File: config.mk
export PLATFORM = sky130hd
export DESIGN_NAME = rx_glitch_filter
export DESIGN_NICKNAME = d
export VERILOG_FILES = /design/src/rtl/rx_filter_pkg.sv /design/src/rtl/rx_filter_chan.sv /design/src/rtl/rx_glitch_filter.sv
export SDC_FILE = /design/constraint.sdc
export NUM_CORES = 1
export LEC_CHECK = 0
export CELL_PAD_IN_SITES_DETAIL_PLACEMENT = 0
export CELL_PAD_IN_SITES_GLOBAL_PLACEMENT = 2
export CORE_MARGIN = 2
export CORE_UTILIZATION = 23
export CTS_CLUSTER_SIZE = 20
export DETAILED_ROUTE_END_ITERATION = 8
export PLACE_DENSITY = 0.66
export SYNTH_ARGS = -nofsm -noshare
export SYNTH_HDL_FRONTEND = slang
export SYNTH_HIERARCHICAL = 1
export SYNTH_SLANG_ARGS = --single-unit
File: constraint.sdc
create_clock -name CLK -period 2.3 [get_ports CLK]
set_input_delay 0.23 -clock CLK [delete_from_list [all_inputs] [get_ports CLK]]
set_output_delay 0.23 -clock CLK [all_outputs]
set_load 0.005 [all_outputs]
File: src/rtl/rx_filter_pkg.sv
// ---------------------------------------------------------------------------
// rx_filter_pkg
// Shared types, defaults and helpers for the multi-channel RX glitch filter.
//   filt_mode_t : per-strobe filter decision mode (hysteresis or majority)
//   DEF_*       : default parameter values used by the top level
//   popcount    : number of set bits in a zero-extended sample window
// ---------------------------------------------------------------------------
package rx_filter_pkg;

   typedef enum logic {
      FILT_HYST = 1'b0,
      FILT_MAJ  = 1'b1
   } filt_mode_t;

   localparam int   DEF_NCH         = 4;
   localparam int   DEF_SYNC_STAGES = 2;
   localparam int   DEF_DEPTH       = 3;
   localparam int   DEF_CW          = 8;
   localparam logic DEF_RESET_VAL   = 1'b1;

   // Windows are zero-extended to 32 bits by the caller, so counting every
   // bit gives the popcount of the real window.
   function automatic int popcount(input logic [31:0] v);
      int cnt;
      cnt = 0;
      for (int i = 0; i < 32; i++) begin
         cnt += int'(v[i]);
      end
      return cnt;
   endfunction

endpackage

File: src/rtl/rx_filter_chan.sv
// ---------------------------------------------------------------------------
// rx_filter_chan
// One independent filter channel: synchroniser chain, DEPTH-sample window,
// hysteresis/majority decision, registered edge pulses and a saturating
// rejected-glitch counter.
// Ports:
//   clk_i        system clock, all logic on posedge
//   rst_i        synchronous active-high reset
//   sampleEn_i   sample strobe; window and output advance only when high
//   mode_i       decision mode for this strobe
//   cntClr_i     synchronous clear of the glitch counter (ignores strobe)
//   rxd_i        raw asynchronous input
//   rxd_o        filtered, registered output
//   rise_o       one-cycle pulse when rxd_o goes 0->1
//   fall_o       one-cycle pulse when rxd_o goes 1->0
//   glitchCnt_o  saturating count of rejected glitches
// ---------------------------------------------------------------------------
module rx_filter_chan
   import rx_filter_pkg::*;
#(
   parameter int   SYNC_STAGES = DEF_SYNC_STAGES,
   parameter int   DEPTH       = DEF_DEPTH,
   parameter int   CW          = DEF_CW,
   parameter logic RESET_VAL   = DEF_RESET_VAL
) (
   input  logic          clk_i,
   input  logic          rst_i,
   input  logic          sampleEn_i,
   input  filt_mode_t    mode_i,
   input  logic          cntClr_i,
   input  logic          rxd_i,
   output logic          rxd_o,
   output logic          rise_o,
   output logic          fall_o,
   output logic [CW-1:0] glitchCnt_o
);

   if (SYNC_STAGES < 2) begin : gSyncCheck
      $error("rx_filter_chan: SYNC_STAGES must be at least 2");
   end
   if (DEPTH < 2 || DEPTH > 32) begin : gDepthCheck
      $error("rx_filter_chan: DEPTH must be in the range 2..32");
   end

   localparam int HALF = DEPTH / 2;

   logic [SYNC_STAGES-1:0] syncChain_q;
   logic [DEPTH-1:0]       window_q, window_d;
   logic                   rxd_q, rxd_d;
   logic                   rise_q, rise_d;
   logic                   fall_q, fall_d;
   logic [CW-1:0]          cnt_q, cnt_d;

   logic                   syncOut;
   logic [DEPTH-1:0]       windowNext;
   logic                   nextAllOnes, nextAllZeros, curUnanimous;
   logic                   majorityOne, decision, glitchEvent;

   assign syncOut = syncChain_q[SYNC_STAGES-1];

   // Synchroniser runs every clock so metastability settles regardless of
   // how sparse the sample strobe is.
   always_ff @(posedge clk_i) begin
      if (rst_i) begin
         syncChain_q <= {SYNC_STAGES{RESET_VAL}};
      end else begin
         syncChain_q <= {syncChain_q[SYNC_STAGES-2:0], rxd_i};
      end
   end

   // Decision logic works on the window as it will look after this strobe,
   // so the output reacts on the same edge the deciding sample enters.
   // A glitch is a disturbed window that settles back to the level already
   // being driven, i.e. a transition that never made it to the output.
   always_comb begin
      windowNext   = {window_q[DEPTH-2:0], syncOut};
      nextAllOnes  = &windowNext;
      nextAllZeros = ~|windowNext;
      curUnanimous = (&window_q) | (~|window_q);
      majorityOne  = popcount(32'(windowNext)) > HALF;

      decision = rxd_q;
      case (mode_i)
         FILT_MAJ:  decision = majorityOne;
         default: begin
            if (nextAllOnes)       decision = 1'b1;
            else if (nextAllZeros) decision = 1'b0;
         end
      endcase

      glitchEvent = !curUnanimous && (nextAllOnes || nextAllZeros)
                    && (windowNext[0] == rxd_q);

      window_d = window_q;
      rxd_d    = rxd_q;
      rise_d   = 1'b0;
      fall_d   = 1'b0;
      if (sampleEn_i) begin
         window_d = windowNext;
         rxd_d    = decision;
         rise_d   = decision & ~rxd_q;
         fall_d   = ~decision & rxd_q;
      end

      // Clear has priority over a simultaneous glitch and ignores the strobe.
      cnt_d = cnt_q;
      if (cntClr_i) begin
         cnt_d = '0;
      end else if (sampleEn_i && glitchEvent && (cnt_q != '1)) begin
         cnt_d = cnt_q + CW'(1);
      end
   end

   // Window, output, pulse and counter registers; reset drops any partial
   // window without producing an edge pulse.
   always_ff @(posedge clk_i) begin
      if (rst_i) begin
         window_q <= {DEPTH{RESET_VAL}};
         rxd_q    <= RESET_VAL;
         rise_q   <= 1'b0;
         fall_q   <= 1'b0;
         cnt_q    <= '0;
      end else begin
         window_q <= window_d;
         rxd_q    <= rxd_d;
         rise_q   <= rise_d;
         fall_q   <= fall_d;
         cnt_q    <= cnt_d;
      end
   end

   assign rxd_o       = rxd_q;
   assign rise_o      = rise_q;
   assign fall_o      = fall_q;
   assign glitchCnt_o = cnt_q;

endmodule

File: src/rtl/rx_glitch_filter.sv
// ---------------------------------------------------------------------------
// rx_glitch_filter
// NCH-channel RX input filter placed between the UART pads and the receiver
// FSMs. Each channel is an independent rx_filter_chan.
// Ports:
//   CLK         system clock
//   RST         synchronous active-high reset
//   SAMPLE_EN   sample strobe shared by all channels
//   MODE_SEL    0 = hysteresis, 1 = majority
//   CNT_CLR     synchronous clear of all glitch counters
//   RXD_IN      raw asynchronous inputs
//   RXD_OUT     filtered outputs
//   RISE/FALL   one-cycle edge pulses per channel
//   GLITCH_CNT  saturating glitch counts, channel i at [i*CW +: CW]
// ---------------------------------------------------------------------------
module rx_glitch_filter
   import rx_filter_pkg::*;
#(
   parameter int   NCH         = DEF_NCH,
   parameter int   SYNC_STAGES = DEF_SYNC_STAGES,
   parameter int   DEPTH       = DEF_DEPTH,
   parameter int   CW          = DEF_CW,
   parameter logic RESET_VAL   = DEF_RESET_VAL,
   parameter bit   MAJ_ALLOWED = 1'b1
) (
   input  logic              CLK,
   input  logic              RST,
   input  logic              SAMPLE_EN,
   input  logic              MODE_SEL,
   input  logic              CNT_CLR,
   input  logic [NCH-1:0]    RXD_IN,
   output logic [NCH-1:0]    RXD_OUT,
   output logic [NCH-1:0]    RISE,
   output logic [NCH-1:0]    FALL,
   output logic [NCH*CW-1:0] GLITCH_CNT
);

   // An even window has no strict majority, so majority mode needs odd DEPTH.
   if (MAJ_ALLOWED && (DEPTH % 2 == 0)) begin : gMajCheck
      $error("rx_glitch_filter: DEPTH must be odd when majority mode is allowed");
   end

   filt_mode_t modeSel;

   // Builds without majority support pin every channel to hysteresis.
   assign modeSel = (MAJ_ALLOWED && MODE_SEL) ? FILT_MAJ : FILT_HYST;

   for (genvar i = 0; i < NCH; i++) begin : gChan
      rx_filter_chan #(
         .SYNC_STAGES (SYNC_STAGES),
         .DEPTH       (DEPTH),
         .CW          (CW),
         .RESET_VAL   (RESET_VAL)
      ) uChan (
         .clk_i       (CLK),
         .rst_i       (RST),
         .sampleEn_i  (SAMPLE_EN),
         .mode_i      (modeSel),
         .cntClr_i    (CNT_CLR),
         .rxd_i       (RXD_IN[i]),
         .rxd_o       (RXD_OUT[i]),
         .rise_o      (RISE[i]),
         .fall_o      (FALL[i]),
         .glitchCnt_o (GLITCH_CNT[i*CW +: CW])
      );
   end

endmodule

# --- Word level (Yosys, flattened, before mapping) ---
# Cells that the tools add are included.
totals:
  register_bits: 64
  wordCells: 132
  input_bits: 9
classes:
  addsub: 12
  bitwise_logic: 21
  reduce_logical: 50
  n_eq_ne: 8
  n_mux: 13
  order_cmp: 4
op_table:
  columns: ["op", "n"]
  rows:
  - ["$add 32x2->32", 4]
  - ["$gt 32x2->1 const B", 4]
  - ["$add 8x1->8 const B", 4]
  - ["$ne 8x8->1 const B", 4]
  - ["$reduce_and 3->1", 8]
  - ["$reduce_or 3->1", 8]
  - ["$logic_and 1x1->1", 16]
  - ["$mux 1", 13]
  - ["$logic_not 1->1", 12]
  - ["$not 1->1", 9]
  - ["$add 1x1->2", 4]
  - ["$and 1x1->1", 8]
  - ["$eq 1x1->1", 4]
  - ["$logic_or 1x1->1", 4]
  - ["$or 1x1->1", 4]
  - ["$reduce_or 2->1", 2]

# --- Longest topological paths before layout ---
# Gate-level depths: netlist of run 1.
depth:
  depth_word: 8
  mapped_depth: 6

# --- Modules after synthesis ---
# Netlist of run 1, hierarchy kept.
by_module_without_submodules:
  columns: ["mod", "cells_per_inst", "instances", "area_per_inst_um2"]
  rows:
  - ["rx_filter_chan", 85, 4, 765.7]

# --- Least setup slack after synthesis of run 1 ---
# No wires, ideal clock.
synth_timing:
  path_kind: "register to register"
  start: "register gChan[0].uChan.window_q[1]"
  end: "register gChan[0].uChan.fall_q"
  setup_time_ns: 0.061
  n_path_buf: 0
  path_slack_ns: 0.808
  t_arrival_ns: 1.430
  period_less_slack_ns: 1.492
  path_stages_with_launch: 6
  path_cell_list: "dfxtp_1 ha_1 mux2_2 a221o_1 o31ai_1 and4b_1"
synth_via:
  elab_chain_cells: 6
  elab_cells_between_ends: 9
  cone_classes: "1 x add/sub; 1 x order compare; 3 x mux; 2 x bitwise; 2 x reduce/logical"
synth_lines:
  columns: ["item", "line_no", "rtl"]
  rows:
  - ["from (decl)", "rx_filter_chan.sv:48", "logic [DEPTH-1:0] window_q, window_d;"]
  - ["from (signal assigned)", "rx_filter_chan.sv:118", "window_q <= {DEPTH{RESET_VAL}};"]
  - ["from (signal assigned)", "rx_filter_chan.sv:124", "window_q <= window_d;"]
  - ["parallel branches: the longest is 3 deep, another holds $add 32x2->32", null, null]
  - ["$mux 1 *", "rx_filter_chan.sv:83", "case (mode_i)"]
  - ["$not 1->1 *", "rx_filter_chan.sv:102", "fall_d = ~decision & rxd_q;"]
  - ["$and 1x1->1 *", "rx_filter_chan.sv:102", null]
  - ["to (signal assigned)", "rx_filter_chan.sv:127", "fall_q <= fall_d;"]
  - ["to (decl)", "rx_filter_chan.sv:51", "logic fall_q, fall_d;"]
# Every way passes the cells marked *.
# A chain may end at the register's enable or synchronous reset.

# --- Final worst setup path of run 1 ---
layout_timing:
  start: "input port SAMPLE_EN"
  end: "register gChan[0].uChan.cnt_q[6]"
layout_via:
  elab_chain_cells: 2
layout_lines:
  columns: ["item", "line_no", "rtl"]
  rows:
  - ["from (decl)", "rx_glitch_filter.sv:28", "input logic SAMPLE_EN,"]
  - ["$logic_and 1x1->1 (2 in a row)", "rx_filter_chan.sv:109", "end else if (sampleEn_i && glitchEvent && (cnt_q != '1)) begin"]
  - ["to (signal assigned)", "rx_filter_chan.sv:128", "cnt_q <= cnt_d;"]
  - ["to (decl)", "rx_filter_chan.sv:52", "logic [CW-1:0] cnt_q, cnt_d;"]
# No other way between the ends.

==> flow_summary.json, run 1 <==
{
  "status": "completed",
  "post-route-period-util_pct": 80.6,
  "post-route-drc-count": 0,
  "htree_levels": 3,
  "grt_overflow": 0,
  "fillers": 1436,
  "netlist-cell-type-count": 33,
  "drtAntennaViolNets": 0,
  "avgRoutedWirePerCell_um": 13.1,
  "path_cells": "clkdlybuf4s50_1 -> buf_12 -> and4bb_1 -> a2bb2oi_1 -> nor3_1 -> a311oi_1",
  "postCtsHoldBufs": 0,
  "synth.area.top_cells": "dfxtp_1, a21oi_1, nor2b_1",
  "yosys-top-cells-count": "dfxtp_1, a21oi_1, nor2_1",
  "area_growth_pct": 31.8,
  "synth_edf_count": 0,
  "die_w_um": 119,
  "seqPwrFrac_pct": 43.4,
  "min_period_ns": 1.85,
  "grt_max_degree": 30,
  "p_int_mw": 2.08,
  "cp_max_fo": 27,
  "required_ns": 2.54,
  "cts_buffer_depth": 2,
  "ys_seq_elements": 64,
  "cts_buffers": 9,
  "worstSetupPathType": "input port to flip-flop",
  "pwr-share-comb_pct": 7.1,
  "grt_pass1_vias": 2444,
  "grt_pass1_wl_mm": 12.6,
  "switching_share_pct": 23.1,
  "cts.sinks": 64,
  "fin_nets": 409,
  "whs_ns": 0.413,
  "grt_antenna_before_repair": 0,
  "irDropWorstVdd_mv": 0.388,
  "via_count": 2711,
  "syn_nets": 357,
  "portBuffers": 52,
  "async_flop_share_pct": 0,
  "tightest_slew_ns": 0.806,
  "initial_utilization_pct": 23.3,
  "synth_area_sq_um": 3060,
  "skew_ns": 0.00568,
  "cts_tree": "built",
  "cts.clk_slew.worst_paths_ns": 0.06,
  "tns_ns": 0,
  "routed_wirelength_mm": 7.53,
  "drt_first_iter_violations": 155,
  "rsz0062_at_grt": "no",
  "p_leak_nw": 1.32,
  "crit_path_start_kind": "input port",
  "yosysTopAreaCell": "dfxtp_1",
  "cts_setup_buffers": 0,
  "post_cts_resized": 0,
  "core_sq_um": 13100,
  "via_per_inst": 4.73,
  "grtUsageTotal_pct": 11.0,
  "min_path_type": "flip-flop to flip-flop",
  "dieArea_sq_um": 14300,
  "switchingPower_mw": 0.624,
  "cts-root-buf": "clkbuf_16",
  "pwr-share-clk_pct": 49.5,
  "die_height_um": 119,
  "io_pins": 53,
  "fp-row-count": 42,
  "place.detailed.instances": 557,
  "crit_path_end_kind": "flip-flop",
  "first_pass_iters": 4,
  "dp_hpwl_mm": 5.13,
  "setup_viol": 0,
  "drv_slew": 0,
  "path_buf_inv": 2,
  "antenna_cells": 0,
  "timing.final.hold_violations": 0,
  "maxSlewHeadroom_pct": 46.0,
  "syn_inst": 340,
  "maxCapViolCount": 0,
  "synthMostInstantiatedCell": "dfxtp_1",
  "yosysTopAreaCellShare_pct": 41.8,
  "cp_data_arrival_time_ns": 2.09,
  "clk_latency_ns": 0.33,
  "cp_top_family": "compound AO/OA/AOI/OAI gates",
  "crit_path_top_delay_cell": "a2bb2oi_1",
  "ys_seq_area_share_pct": 41.8,
  "powerDensity_nw_per_um2": 669,
  "critPathMaxStageDelay_ns": 0.65,
  "instances_no_fill": 573,
  "synthFlopType": "dfxtp_1",
  "drive_gt1_share_pct": 9.07,
  "clock.fmax_mhz": 540,
  "syn_avg_cell_area_sq_um": 9.01,
  "ys_warn_count": 6,
  "gpl.final_weighted_congestion": 0.792
}
-- per-stage QoR --
stage,area [sq um],total power [mW],setup WS (ns),utilization [%]
6_report,4040,2.70,0.447,30.7
3_3_place_gp,3750,1.39,0.120,28.5
2_1_floorplan,3060,1.31,0.808,-
4_1_cts,4040,2.75,0.463,30.7
3_5_place_dp,3750,1.39,0.107,28.5
5_1_grt,4040,2.83,0.240,30.7
-- registers in the layout, indices dropped and copies added (netlist names) --
| register | count |
|---|---|
| gChan.uChan/fall_o | 4 |
| gChan.uChan/syncChain_q | 8 |
| gChan.uChan/glitchCnt_o | 32 |
| gChan.uChan/rise_o | 4 |
| gChan.uChan/rxd_o | 4 |
| gChan.uChan/window_q | 12 |
-- power by group through the flow --
| stage | combinational [mW] | sequential, mW | clock, mW |
|---|---|---|---|
| 4_1_cts | 0.195 | 1.17 | 1.38 |
| 3_5_place_dp | 0.194 | 1.20 | 0 |
| 3_3_place_gp | 0.192 | 1.19 | 0 |
| 5_1_grt | 0.216 | 1.18 | 1.44 |
| 2_1_floorplan | 0.129 | 1.19 | 0 |
| 6_report | 0.193 | 1.17 | 1.34 |
-- per-layer routing --
metal	vias up	GRT usage, %	part of all wire, %
met3	8	2.78	3.8
li1	1393	-	-
met5	-	0	0
met1	1256	15.2	50
met4	0	5.07	1.9
met2	54	16.1	44
-- path summary, 6_finish.rpt --
path / startpoint / to / slack, ns / cells past startpoint
setup / recovery: SAMPLE_EN / gChan[0].uChan/glitchCnt_o[6] / 0.45 / 6
hold / removal: gChan[2].uChan/syncChain_q[0] / gChan[2].uChan/syncChain_q[1] / 0.41 / 1
setup reg to reg: gChan[2].uChan/window_q[1] / gChan[2].uChan/glitchCnt_o[7] / 0.52 / 4
hold reg to reg: gChan[2].uChan/syncChain_q[0] / gChan[2].uChan/syncChain_q[1] / 0.41 / 1
-- cell families after synthesis --
| family | synth area share (%) |
|---|---|
| AOI/OAI and AO/OA | 21.1 |
| adders and majority gates | 3.27 |
| buffers and inverters | 4.41 |
| DFF | 41.8 |
| muxes | 2.78 |
| and+or+nand+nor | 26.6 |
-- cell type report --
class	instances	area (sq um)	share of cell area, %
clock buffer	10	229	5.67
clock inverter	6	60.1	1.49
inverter	8	30.0	0.744
multi-input combinational	252	1650	40.8
sequential	64	1280	31.7
tap	176	220	5.45
timing repair buffer	57	571	14.1
-- cell usage in the layout, fill, tap and decap left out, types with 8 or more instances in the layout --
| cell | Yosys | layout |
|---|---|---|
| dfxtp_1 | 64 | 64 |
| clkdlybuf4s50_1 | 0 | 52 |
| a21oi_1 | 32 | 32 |
| nor2_1 | 24 | 24 |
| nor2b_1 | 20 | 20 |
| nand2_1 | 16 | 16 |
| nand3_1 | 16 | 16 |
| o21ai_0 | 16 | 16 |
| a211o_1 | 12 | 12 |
| or2_2 | 12 | 12 |
| nor4_1 | 12 | 12 |
| o31ai_1 | 12 | 12 |
| clkbuf_16 | 0 | 9 |
| inv_1 | 8 | 8 |
| or3_1 | 8 | 8 |
| or4_1 | 8 | 8 |
| ha_1 | 8 | 8 |
(Power assumes the default switching activity.)
==> run 2, diff against run 1 <==
==> constraint.sdc (replaced) <==
create_clock -name CLK -period 1.9 [get_ports CLK]
set_input_delay 0.19 -clock CLK [delete_from_list [all_inputs] [get_ports CLK]]
set_output_delay 0.19 -clock CLK [all_outputs]
set_load 0.005 [all_outputs]
==> flow_summary.json, run 2 (synthesis results as in run 1) <==
{
  "status": "completed",
  "via_count": 2775,
  "switching_share_pct": 21.9,
  "grt_overflow": 0,
  "pwr-share-comb_pct": 7.7,
  "die_w_um": 119,
  "core_sq_um": 13100,
  "regToRegStartpoint": "gChan[2].uChan/window_q[1]",
  "htree_levels": 3,
  "io_pins": 53,
  "r2r_end": "gChan[2].uChan/fall_o",
  "cts-root-buf": "clkbuf_16",
  "path_cells": "ha_1 -> mux2_2 -> a221o_1 -> o31ai_1 -> and4b_1",
  "power.total_mw": 3.43,
  "grt_max_degree": 45,
  "crit_path_end_kind": "flip-flop",
  "grt_antenna_before_repair": 0,
  "worstSetupPathType": "flip-flop to flip-flop",
  "fp-row-count": 42,
  "skew_ns": 0.00379,
  "timing.final.hold_violations": 0,
  "grt_pass1_vias": 2614,
  "post-route-drc-count": 0,
  "cp_max_fo": 6,
  "ff2ff_setup_slack_ns": 0.22,
  "drv_slew": 0,
  "worstHoldStart": "gChan[2].uChan/syncChain_q[0]",
  "routed_wirelength_mm": 7.77,
  "postLayoutCellArea_sq_um": 4160,
  "min_period_ns": 1.68,
  "cts_tree": "built",
  "clk_latency_ns": 0.33,
  "instances_no_fill": 579,
  "rsz0062_at_grt": "no",
  "initial_utilization_pct": 23.3,
  "cp_data_arrival_time_ns": 1.95,
  "switchingPower_mw": 0.754,
  "antenna_cells": 0,
  "seqPwrFrac_pct": 41.2,
  "irDropWorstVdd_mv": 0.287,
  "grtUsageTotal_pct": 11.4,
  "maxSlewHeadroom_pct": 65.4,
  "powerDensity_nw_per_um2": 825,
  "placed_area_sq_um": 3820,
  "via_per_inst": 4.79,
  "r2r_cells": 5,
  "postLayoutCoreUtil_pct": 31.7,
  "fin_nets": 415,
  "grt_pass1_wl_mm": 13.2,
  "min_path_type": "flip-flop to flip-flop",
  "setup_viol": 0,
  "layout_commonest_cell": "dfxtp_1",
  "clock.fmax_mhz": 596,
  "drt_first_iter_violations": 152,
  "crit_start": "gChan[2].uChan/window_q[1]",
  "setup_slack_ns": 0.222,
  "critPathMaxStageDelay_ns": 0.42,
  "post-route-period-util_pct": 88.3,
  "crit_path_start_kind": "flip-flop",
  "place.detailed.instances": 563,
  "place_worst_setup_slack_ns": -0.245,
  "largest_reg_flops": 32,
  "pwr-share-clk_pct": 51.2,
  "portBuffers": 52,
  "drive_gt1_share_pct": 11.4,
  "cts_buffers": 9,
  "mostFrequentLayoutCells": "dfxtp_1, clkdlybuf4s50_1, a21oi_1",
  "drtAntennaViolNets": 0,
  "first_pass_iters": 4,
  "die_height_um": 119,
  "gpl.final_weighted_congestion": 0.792,
  "cp-endpoint": "gChan[2].uChan/fall_o",
  "cts.clk_slew.worst_paths_ns": 0.06,
  "cts_setup_buffers": 0,
  "cts.sinks": 64,
  "p_int_mw": 2.68,
  "tightest_slew_ns": 0.517,
  "dp_hpwl_mm": 5.34,
  "required_ns": 2.17,
  "area_growth_pct": 35.9,
  "dieArea_sq_um": 14300,
  "cts_buffer_depth": 2,
  "crit_path_top_delay_cell": "dfxtp_1",
  "maxCapViolCount": 0,
  "avgRoutedWirePerCell_um": 13.4,
  "p_leak_nw": 1.37
}
## run 2: cell count changes in the layout (fill, tap and decap cells not counted)
| cell | before | now |
|---|---|---|
| a2bb2oi_1 | 4 | 0 |
| a2bb2oi_2 | 0 | 4 |
| buf_12 | 1 | 3 |
| buf_4 | 4 | 8 |
| clkbuf_8 | 0 | 4 |
| clkinv_2 | 3 | 1 |
| clkinvlp_4 | 2 | 0 |
## run 2: how the worst min path moves through the flow
stage               depth (start not counted)  slack [ns]                       endpoint
floorplan                                   1        0.29  gChan[0].uChan/syncChain_q[0]
global placement                            1        0.39  gChan[2].uChan/syncChain_q[1]
detailed placement                          1        0.40  gChan[2].uChan/syncChain_q[1]
CTS                                         2        0.41  gChan[3].uChan/syncChain_q[0]
global route                                2        0.42  gChan[1].uChan/syncChain_q[0]
finish                                      1        0.41  gChan[2].uChan/syncChain_q[1]
## run 2: final cells by class
class | count | area [sq um]
Inverter | 8 | 30.0
Timing Repair Buffer | 63 | 641
Multi-Input combinational cell | 252 | 1670
Sequential cell | 64 | 1280
Clock inverter | 2 | 35.0
Clock buffer | 14 | 284
Tap cell | 176 | 220
Fill cell | 1404 | 8970
## run 2: what timing repair did
| action | 4_1_cts | 5_1_grt |
|---|---|---|
| endpoints found under the hold margin | 0 | 0 |
| setup endpoints to repair | 0 | 13 |
| hold buffers | 0 | 0 |
| gates resized for setup | 0 | 4 |
## run 2: power groups by stage
stage / registers, mW / logic, mW / clock network, mW
2_1_floorplan: 1.44 / 0.156 / 0
3_3_place_gp: 1.44 / 0.255 / 0
3_5_place_dp: 1.44 / 0.259 / 0
4_1_cts: 1.41 / 0.260 / 1.81
5_1_grt: 1.42 / 0.293 / 1.86
6_report: 1.41 / 0.263 / 1.76
## run 2: worst max-delay path: cells and delay by family, from the launching register on
kind | cells | cell delay, ns
flip-flops | 1 | 0.42
AO/OA/AOI/OAI | 2 | 0.42
adder cells (fa/ha/maj) | 1 | 0.26
multiplexers | 1 | 0.26
AND/OR/NAND/NOR | 1 | 0.26
## run 2: metrics by stage
| step | hold WS, ns | setup TNS [ns] |
|---|---|---|
| after global routing | 0.424 | 0 |
| after CTS | 0.407 | 0 |
| after floorplan | 0.294 | 0 |
| after detailed placement | 0.403 | -5.58 |
| after global placement | 0.393 | -5.43 |
| final | 0.411 | 0 |
## run 2: per-layer routing
metal  wire, um  GRT usage, %  part of all wire, %
met1       3790          14.8                   49
met2       3560          17.8                   46
met3        270          2.39                  3.5
met4        153          5.66                  2.0
met5          0             0                    0
==> run 3, diff against run 2 <==
--- a/config.mk
+++ b/config.mk
@@ -11,7 +11,10 @@
 export CORE_UTILIZATION = 23
 export CTS_CLUSTER_SIZE = 20
 export DETAILED_ROUTE_END_ITERATION = 8
-export PLACE_DENSITY = 0.66
+export DONT_BUFFER_PORTS = 1
+export PLACE_DENSITY = 0.58
+export REMOVE_ABC_BUFFERS = 1
+export SLEW_MARGIN = 10
 export SYNTH_ARGS = -nofsm -noshare
 export SYNTH_HDL_FRONTEND = slang
 export SYNTH_HIERARCHICAL = 1
==> flow_summary.json, run 3 (synthesis results as in run 1) <==
{
  "mostFrequentLayoutCells": "dfxtp_1, a21oi_1, nor2_1",
  "cp_max_fo": 11,
  "switching_share_pct": 22.9,
  "gpl.final_weighted_congestion": 0.741,
  "grt_max_degree": 30,
  "grt_antenna_before_repair": 0,
  "cts_buffers": 9,
  "irDropWorstVdd_mv": 0.307,
  "drt_first_iter_violations": 129,
  "clk_latency_ns": 0.33,
  "drive_gt1_share_pct": 11.6,
  "min_period_ns": 1.65,
  "tightest_slew_ns": 0.589,
  "critPathMaxStageDelay_ns": 0.49,
  "path_buf_inv": 1,
  "pwr-share-clk_pct": 48.9,
  "antenna_cells": 0,
  "post-route-drc-count": 0,
  "grt_pass1_wl_mm": 13.0,
  "status": "completed",
  "clock.fmax_mhz": 607,
  "largest_reg_flops": 32,
  "cts.sinks": 64,
  "routed_wirelength_mm": 7.96,
  "min_path_type": "input port to flip-flop",
  "grt_overflow": 0,
  "io_pins": 53,
  "tns_ns": 0,
  "layout_commonest_cell": "dfxtp_1",
  "via_per_inst": 4.89,
  "maxSlewHeadroom_pct": 60.6,
  "crit_path_start_kind": "flip-flop",
  "dp_hpwl_mm": 5.07,
  "seq_area_sq_um": 1280,
  "fillers": 1426,
  "core_sq_um": 13100,
  "wl_met3_um": 478,
  "dieArea_sq_um": 14300,
  "portBuffers": 0,
  "cp_data_arrival_time_ns": 1.91,
  "p_int_mw": 2.42,
  "met2_length_mm": 3.48,
  "via_count": 2594,
  "drtAntennaViolNets": 0,
  "cts_buffer_depth": 2,
  "cts_tree": "built",
  "die_w_um": 119,
  "first_pass_iters": 4,
  "wl_met1_mm": 3.85,
  "top_layer": "met4",
  "grtUsageTotal_pct": 11.7,
  "pwr-share-comb_pct": 6.0,
  "cp_top_family": "simple AND/OR/NAND/NOR gates",
  "whs_ns": 0.0288,
  "grt_pass1_vias": 2460,
  "worstSetupPathType": "flip-flop to flip-flop",
  "skew_ns": 0.00413,
  "powerDensity_nw_per_um2": 874,
  "area_growth_pct": 17.2,
  "cts-root-buf": "clkbuf_16",
  "seqPwrFrac_pct": 45.2,
  "fp-row-count": 42,
  "initial_utilization_pct": 23.3,
  "crit_path_top_delay_cell": "or4_1",
  "rsz0062_at_grt": "no",
  "htree_levels": 3,
  "timing.final.hold_violations": 0,
  "cts_setup_buffers": 0,
  "setup_viol": 0,
  "maxCapViolCount": 0,
  "avgRoutedWirePerCell_um": 15.0,
  "drv_slew": 0,
  "p_leak_nw": 1.18,
  "crit_path_end_kind": "flip-flop",
  "die_height_um": 119,
  "required_ns": 2.17,
  "cts.clk_slew.worst_paths_ns": 0.05,
  "post-route-period-util_pct": 86.7,
  "fin_nets": 367,
  "power.total_mw": 3.14,
  "switchingPower_mw": 0.718,
  "multi_input_area_sq_um": 1650,
  "postLayoutCoreUtil_pct": 27.3,
  "path_cells": "nand4b_1 -> a2bb2oi_1 -> buf_4 -> or4_1 -> a21oi_1"
}
==> run 3: cell count changes in the layout (fill, tap and decap cells not counted), sizes merged <==
cell | before | now
clkbuf | 14 | 11
bufinv | 1 | 0
clkdlybuf4s50 | 52 | 0
dlygate4sd3 | 0 | 5
buf | 11 | 10
clkinv | 1 | 4
==> run 3: timing repair <==
action                    CTS  global route
hold buffers                6             0
gates resized for setup     0             0
hold endpoints to repair   28             0
==> run 3: through the flow <==
stage,setup slack [ns],cells,area [sq um]
3_5_place_dp,0.259,509,3250
2_1_floorplan,0.408,324,2960
6_report,0.252,530,3590
4_1_cts,0.238,530,3590
3_3_place_gp,0.294,509,3250
5_1_grt,0.116,530,3590
==> run 3: power groups by stage <==
stage                     Sequential, mW  Combinational [mW]  Clock [mW]
final                               1.42               0.187        1.53
after floorplan                     1.44               0.126           0
after global placement              1.44               0.157           0
after detailed placement            1.45               0.160           0
after CTS                           1.42               0.189        1.61
after global routing                1.42               0.210        1.65
==> run 3: routing by layer <==
metal	vias up	track usage (%)
met5	-	0
met4	0	6.18
met3	10	4.12
met2	59	16.5
met1	1213	15.4
li1	1312	-
==> run 3: cell type report <==
class / count / share of cell area (%)
Inverter: 8 / 0.837
Sequential cell: 64 / 35.7
Timing Repair Buffer: 15 / 3.84
Clock inverter: 4 / 0.558
Clock buffer: 11 / 7.04
Tap cell: 176 / 6.14
Multi-Input combinational cell: 252 / 45.9
==> run 3: final timing paths <==
check	start	endpoint	slack, ns	cells past startpoint
max	gChan[0].uChan/rxd_o	gChan[0].uChan/glitchCnt_o[3]	0.25	5
min	CNT_CLR	gChan[2].uChan/glitchCnt_o[2]	0.03	3
max reg2reg	gChan[0].uChan/rxd_o	gChan[0].uChan/glitchCnt_o[3]	0.25	5
min reg2reg	gChan[2].uChan/syncChain_q[0]	gChan[2].uChan/syncChain_q[1]	0.40	1
==> run 3: worst reg2reg max path: stages, from the launching register on <==
cell	delay, ns
dfxtp_1	0.46
nand4b_1	0.16
a2bb2oi_1	0.16
buf_4	0.18
or4_1	0.49
a21oi_1	0.14
